`src/rtl/gpio_pkg.sv`:
```
// ============================================================================
// Module      : gpio_pkg
// Description : Shared constants and types for the GPIO input path.
// Revision    : 1.0 - initial release
// ============================================================================
`default_nettype none

package gpio_pkg;
  localparam int GPIO_MAX_PINS = 32;
  localparam int DEBOUNCE_CNT_W = 8;
  localparam logic [DEBOUNCE_CNT_W-1:0] DEFAULT_DEBOUNCE_THR = 8'd4;

  typedef logic [DEBOUNCE_CNT_W-1:0] debounce_cnt_t;
endpackage

`default_nettype wire

```
`src/rtl/gpio_debounce_cell.sv`:
```
// ============================================================================
// Module      : gpio_debounce_cell
// Description : Single-pin glitch filter with registered rise/fall/change strobes.
// Revision    : 1.0 - initial release
// ============================================================================
`default_nettype none

module gpio_debounce_cell
  import gpio_pkg::*;
#(
  parameter int CNT_WIDTH = DEBOUNCE_CNT_W
) (
  input  logic                 clk,
  input  logic                 n_rst,
  input  logic                 sync_bit,
  input  logic [CNT_WIDTH-1:0] threshold,
  input  logic                 bypass,
  output logic                 filt,
  output logic                 rise,
  output logic                 fall,
  output logic                 change
);

  logic [CNT_WIDTH-1:0] r_cnt;
  logic                 r_filt;
  logic                 r_rise;
  logic                 r_fall;
  logic                 r_change;

  logic [CNT_WIDTH-1:0] w_thr_eff;
  logic [CNT_WIDTH:0]   w_cnt_inc;
  logic                 w_filt_next;
  logic [CNT_WIDTH-1:0] w_cnt_next;

  assign w_thr_eff = (threshold == '0) ? CNT_WIDTH'(1) : threshold;
  // One bit wider so the count+1 compare can never wrap.
  assign w_cnt_inc = {1'b0, r_cnt} + (CNT_WIDTH+1)'(1);

  always_comb begin
    w_filt_next = r_filt;
    w_cnt_next  = r_cnt;
    if (bypass) begin
      w_filt_next = sync_bit;
      w_cnt_next  = '0;
    end else if (sync_bit == r_filt) begin
      w_cnt_next  = '0;
    end else if (w_cnt_inc >= {1'b0, w_thr_eff}) begin
      w_filt_next = sync_bit;
      w_cnt_next  = '0;
    end else begin
      w_cnt_next  = w_cnt_inc[CNT_WIDTH-1:0];
    end
  end

  always_ff @(posedge clk or negedge n_rst) begin
    if (!n_rst) begin
      r_cnt    <= '0;
      r_filt   <= 1'b0;
      r_rise   <= 1'b0;
      r_fall   <= 1'b0;
      r_change <= 1'b0;
    end else begin
      r_cnt    <= w_cnt_next;
      r_filt   <= w_filt_next;
      r_rise   <= w_filt_next & ~r_filt;
      r_fall   <= ~w_filt_next & r_filt;
      r_change <= w_filt_next ^ r_filt;
    end
  end

  assign filt   = r_filt;
  assign rise   = r_rise;
  assign fall   = r_fall;
  assign change = r_change;

endmodule

`default_nettype wire

```
`src/rtl/gpio_debounce.sv`:
```
// ============================================================================
// Module      : gpio_debounce
// Description : Two-flop pad synchronizer feeding one debounce cell per pin.
// Revision    : 1.0 - initial release
// ============================================================================
`default_nettype none

module gpio_debounce
  import gpio_pkg::*;
#(
  parameter int NUM_PINS  = 8,
  parameter int CNT_WIDTH = DEBOUNCE_CNT_W
) (
  input  logic                 clk,
  input  logic                 n_rst,
  input  logic [NUM_PINS-1:0]  pad_in,
  input  logic [CNT_WIDTH-1:0] threshold,
  input  logic [NUM_PINS-1:0]  bypass,
  output logic [NUM_PINS-1:0]  filt_out,
  output logic [NUM_PINS-1:0]  rise_pulse,
  output logic [NUM_PINS-1:0]  fall_pulse,
  output logic [NUM_PINS-1:0]  change_pulse
);

  logic [NUM_PINS-1:0] r_sync_in;
  logic [NUM_PINS-1:0] r_sync_out;

  always_ff @(posedge clk or negedge n_rst) begin
    if (!n_rst) begin
      r_sync_in  <= '0;
      r_sync_out <= '0;
    end else begin
      r_sync_in  <= pad_in;
      r_sync_out <= r_sync_in;
    end
  end

  for (genvar gi = 0; gi < NUM_PINS; gi++) begin : g_pin
    gpio_debounce_cell #(
      .CNT_WIDTH (CNT_WIDTH)
    ) u_cell (
      .clk       (clk),
      .n_rst     (n_rst),
      .sync_bit  (r_sync_out[gi]),
      .threshold (threshold),
      .bypass    (bypass[gi]),
      .filt      (filt_out[gi]),
      .rise      (rise_pulse[gi]),
      .fall      (fall_pulse[gi]),
      .change    (change_pulse[gi])
    );
  end

endmodule

`default_nettype wire

```
`config.mk`:
```
export PLATFORM = sky130hd
export DESIGN_NAME = gpio_debounce
export DESIGN_NICKNAME = d
export VERILOG_FILES = /design/src/rtl/gpio_pkg.sv /design/src/rtl/gpio_debounce_cell.sv /design/src/rtl/gpio_debounce.sv
export SDC_FILE = /design/constraint.sdc
export NUM_CORES = 1
export LEC_CHECK = 0
export BUFFER_PORTS_ARGS = -buffer_cell sky130_fd_sc_hd__buf_4
export CORE_MARGIN = 2
export CORE_UTILIZATION = 37
export DETAILED_ROUTE_END_ITERATION = 10
export MAX_ROUTING_LAYER = met4
export PLACE_DENSITY = 0.51
export SYNTH_ARGS = -nofsm -noshare
export SYNTH_HDL_FRONTEND = slang
export SYNTH_SLANG_ARGS = --single-unit
```
`constraint.sdc`:
```
create_clock -name clk -period 4.02 [get_ports clk]
set_input_delay 0.201 -clock clk [delete_from_list [all_inputs] [get_ports clk]]
set_output_delay 0.201 -clock clk [all_outputs]
set_load 0.005 [all_outputs]
```
# Word-level counts from Yosys, hierarchy flattened
# Cells that the tools add are included.
# op_classes
addsub	8
magnitude_cmp	8
n_eq_ne	8
muxes	49
n_bitwise	40
reduce_logical	1
# op_table
cell	n
8-bit 2-to-1 mux	25
8-bit by 1-bit adder with 9-bit output, second input constant	8
9-bit by 8-bit >= comparator with 1-bit output	8
1-bit 2-to-1 mux	24
1-bit bitwise AND	16
1-bit NOT	16
1-bit == test	8
8-bit zero test	1
1-bit XOR	8
# totals
regBits	112

# Logic depth before layout (Yosys ltp)
# depth
depth_word	8
mapped_depth	12

# Cells and area by module
# A second synthesis with hierarchy kept.
# hier_totals
hier_cells	626
area_unflattened_um2	6498.7
# by_module_without_submodules
mod	instances	cells_each	area_per_inst_um2	seq_area_each_um2
gpio_debounce_cell (g_pin[1].u_cell ...)	6	77	769.5	300.3
gpio_debounce_cell (g_pin[0].u_cell ...)	2	74	740.7	300.3
gpio_debounce	1	16	400.4	400.4

# Worst setup path after synthesis
# OpenSTA, ideal clock, no wires.
# synth_timing
kind	flip-flop to flip-flop
startpoint	register g_pin[6].u_cell.r_cnt[0]
endpoint	register g_pin[6].u_cell.r_change
setup_time_ns	0.113
arrival_time_ns	2.711
path_slack_ns	1.197
stages_incl_launch_ff	13
path_buffers	0
synth_period_minus_slack_ns	2.823
path_cell_list	dfrtp_1 ha_1 nand3_1 nor2_1 xor2_1 ha_1 a21o_1 a211o_1 a311oi_1 o21ai_1 mux2_2 ha_1 inv_1
# synth_between
elab_chain_cells	6
# synth_lines
element	line	text
start: declaration	gpio_debounce_cell.sv:24	logic [CNT_WIDTH-1:0] r_cnt;
start signal: assignment	gpio_debounce_cell.sv:63	r_cnt <= w_cnt_next;
8-bit by 1-bit adder with 9-bit output	gpio_debounce_cell.sv:37	assign w_cnt_inc = {1'b0, r_cnt} + (CNT_WIDTH+1)'(1);
9-bit by 8-bit >= comparator with 1-bit output	gpio_debounce_cell.sv:47	end else if (w_cnt_inc >= {1'b0, w_thr_eff}) begin
1-bit 2-to-1 mux	gpio_debounce_cell.sv:47	
1-bit 2-to-1 mux	gpio_debounce_cell.sv:45	end else if (sync_bit == r_filt) begin
1-bit 2-to-1 mux	gpio_debounce_cell.sv:42	if (bypass) begin
1-bit XOR	gpio_debounce_cell.sv:67	r_change <= w_filt_next ^ r_filt;
end signal: assignment	gpio_debounce_cell.sv:67	
end: declaration	gpio_debounce_cell.sv:28	logic r_change;
# Every way passes these cells.

# Final worst setup path
# layout_timing
startpoint	register g_pin[4].u_cell.r_cnt[0]
endpoint	register g_pin[4].u_cell.r_change
# layout_between
elab_chain_cells	6
# layout_lines
element	line
start: declaration	gpio_debounce_cell.sv:24
start signal: assignment	gpio_debounce_cell.sv:63
8-bit by 1-bit adder with 9-bit output	gpio_debounce_cell.sv:37
9-bit by 8-bit >= comparator with 1-bit output	gpio_debounce_cell.sv:47
1-bit 2-to-1 mux	gpio_debounce_cell.sv:47
1-bit 2-to-1 mux	gpio_debounce_cell.sv:45
1-bit 2-to-1 mux	gpio_debounce_cell.sv:42
1-bit XOR	gpio_debounce_cell.sv:67
end signal: assignment	gpio_debounce_cell.sv:67
end: declaration	gpio_debounce_cell.sv:28
# Every way passes these cells.

==> results.md <==
- Status: finished clean
- Count of final hold-check violations: 0
- Max_slew headroom: approximately half
- Synth Area in Compound Gates: 9.07%
- CTS sink count: 112
- Setup crit end kind: flip-flop
- Core Region: between 15000 and 20000 um2
- TNS Setup: 0 ns
- Largest net degree at the start of global routing: 58
- Worst min path class: input pin to flip-flop
- GRT Total Usage: between 10% and 20%
- DIE HEIGHT: about 140 um
- Antenna-violating nets left: 0
- Post-route insts no fill: around 870
- Clock buffer count from CTS: 9
- Largest family of logic cells by synthesized area: simple AND/OR/NAND/NOR gates
- RSZ-0062 raised after global routing: no
- I/O pins: 58
- Synth cell types: 53
- Rows: 48
- Worst vdd ir: around 0.00020 V
- Initial antenna violation count: 0
- Most common cell after layout, fill and taps aside: dfrtp_1
- Yosys reg bits: approximately 110
- Design Power: approximately 2.6 mW
- DR iter-0 viols: 175
- DRC viols: 0
- Critical Path AT: 3.38 ns
- Sequential fraction of the synthesis area: a little over two fifths
- Die X-Extent: between 100 and 150 um
- 1st-pass router iterations: 4
- Clock edge transition at the registers on the reported setup and hold paths: 0.08 ns
- Vias in the first global route: ~4400
- Clock latency on the worst-skew pair: 0.36 ns
- Clk buf depth: 2
- DP Cell Count: 843
- Min Tclk post-route: 3.13 ns
- Simple-gate share of the synthesized area: between 10% and 20%
- Slowest stage cell, crit path: dfrtp_1
- CTS tree: yes
- Leakage power: roughly 3.6 nW
- Critical Path, Cell by Cell: ha_1 > nand3_1 > nor2_1 > xor2_1 > ha_1 > a21o_1 > a211o_1 > a311oi_1 > o21ai_1 > mux2_2 > ha_1 > inv_1
- CP Launch Type: flip-flop
- Die area: around 18000 um2
- Drt wl/cell: about 15 um
- ANT cells: 0
- H-tree Lvls: 3
- Cell Area, Synth: between 6000 and 7000 um2
- DP HPWL: about 9200 um
- Routed vias/inst: slightly below 5
- Synthesis-to-layout area growth: 14.1%
- Least-Margin Pin Slew: 0.735 ns
- First-pass GRT wire length: ~21000 um
- EDFF count, synth: 0
- Slew Viols, Final: 0
- Avg Inst Size Synth: 10.9 um2
- Vias: around 4300
- Worst EP required: about 4.3 ns
- Routed WL: around 13000 um
- Worst Skew: between 0.008 and 0.009 ns
- Post-CTS Setup Repair Bufs: 0
- Filler Cells Inserted: 1669
- FFs w/ async S/R, synth: 100%
- Fmax: roughly 0.32 GHz
- Final critical-path share of the clock period: 77.8%
- Ys flop type: dfrtp_1
- Setup Crit Path Kind: flip-flop to flip-flop
- Syn Inst Count: approximately 590
- Crit Path Max Fanout: 5
- Warnings from Yosys: 0
- Final Setup Violations: 0
- FF/Latch Area: approximately 2800 um2
- Synth Area in XOR/XNOR: around 8.6%
- Mux contribution to synthesized area: roughly 2.3%
- GPL Wtd Cong: about 0.83
- Share of layout cells above drive strength 1: approximately 16%
- Most frequent cells in the layout: dfrtp_1 (112), ha_1 (72), buf_4 (61)
- Critical path's largest stage delay: approximately 0.42 ns
- # port buffers: between 50 and 60
- Nets@finish: 736
- Starting Density: between 30 and 40%
- Cell Pwr Density: approximately 360 nW/um2
- Root buf cell: clkbuf_16
- Crit-path most repeated cell: ha_1
- Multi-input logic area: around 3200 um2
- MaxCap Viol Count: 0
- Global route overflow: 0
- Adder-Cell Fraction of Synth Area: 14.6%
- Synth Net Count: a little under 700
synthesized netlist by cell type (all sizes together) (3+ instances only):
cell type / number / area [um2]
maj3: 4 / 40.0
dfrtp: 112 / 2800
nor3b: 18 / 135
a211oi: 3 / 22.5
xor2: 23 / 201
o21ai: 6 / 30.0
a311oi: 4 / 35.0
nand4: 9 / 56.3
and3: 10 / 62.6
nor2: 39 / 146
nand3: 38 / 190
nand2b: 8 / 50.1
mux2: 13 / 146
nor3: 6 / 30.0
nor2b: 35 / 219
ha: 72 / 901
a21oi: 10 / 50.1
xnor2: 36 / 330
o31ai: 3 / 22.5
o211ai: 8 / 80.1
inv: 38 / 143
buf: 35 / 254
a21o: 8 / 60.1
a211o: 3 / 26.3
nand2: 24 / 90.1
critical path, delay by kind of cell, from the launching register on:
| kind | cells | cell delay (ns) |
|---|---|---|
| AOI/OAI and AO/OA | 4 | 0.96 |
| buffers and inverters | 1 | 0.03 |
| DFF | 1 | 0.42 |
| and+or+nand+nor | 2 | 0.32 |
| adders and majority gates | 3 | 0.77 |
| xor gates and xnor gates | 1 | 0.21 |
| muxes | 1 | 0.31 |
layer usage:
layer | GRT usage, % | up-vias | part of all wire (%) | wire [um]
li1 | - | 2124 | - | -
met1 | 17.8 | 2080 | 45 | 5730
met2 | 26.3 | 52 | 50 | 6470
met3 | 4.33 | 16 | 3.3 | 419
met4 | 4.86 | 0 | 1.7 | 212
met5 | - | - | 0 | 0
registers in the layout, indices dropped and copies added (netlist names):
name                 count
g_pin.u_cell.change      8
r_sync_in                8
g_pin.u_cell.r_cnt      64
g_pin.u_cell.filt        8
g_pin.u_cell.rise        8
g_pin.u_cell.fall        8
r_sync_out               8
cell type report:
cell class	instances	area share [%]
clock buffer	10	3.25
tap	225	3.83
timing repair buffer	70	7.46
clock inverter	6	1.24
multi-input combinational	407	44.1
inverter	38	1.94
sequential	112	38.1
where the power goes:
group	switching (mW)	internal, mW	total (mW)
combinational	0.202	0.186	0.388
sequential	0.0440	1.19	1.23
clock	0.422	0.566	0.987
repair_timing:
item / in CTS / in global routing
hold buffers: 9 / 0
gates resized for setup: 0 / 0
endpoints found under the hold margin: 63 / 0
logic make-up (layout without fill, tap and decap cells):
family,after synthesis,in the layout
AOI/OAI and AO/OA,66,66
xor gates and xnor gates,60,60
adders and majority gates,76,76
buffers and inverters,73,124
DFF,112,112
muxes,13,13
and+or+nand+nor,192,192
metrics by stage:
step	instance area, um2	util (%)	hold slack, ns	worst slack (ns)
final	7350	42.8	0.272	0.892
after global routing	7350	42.8	0.294	0.658
after CTS	7350	42.8	0.264	0.873
after detailed placement	6930	40.3	0.311	0.907
after global placement	6930	40.3	0.311	1.05
after floorplan	6440	-	-0.0946	1.20
path summary, 6_finish.rpt:
check	startpoint	to	slack (ns)	depth (start not counted)
max reg2reg	g_pin[4].u_cell.r_cnt[0]	g_pin[4].u_cell.change	0.89	12
min	bypass[2]	g_pin[2].u_cell.fall	0.27	4
min in group asynchronous	n_rst	g_pin[6].u_cell.r_cnt[7]	0.44	2
max in group asynchronous	n_rst	g_pin[1].u_cell.r_cnt[4]	2.70	3
max	g_pin[4].u_cell.r_cnt[0]	g_pin[4].u_cell.change	0.89	12
min reg2reg	r_sync_in[7]	r_sync_out[7]	0.35	0
Note: power is estimated with default switching activity, not from simulation.
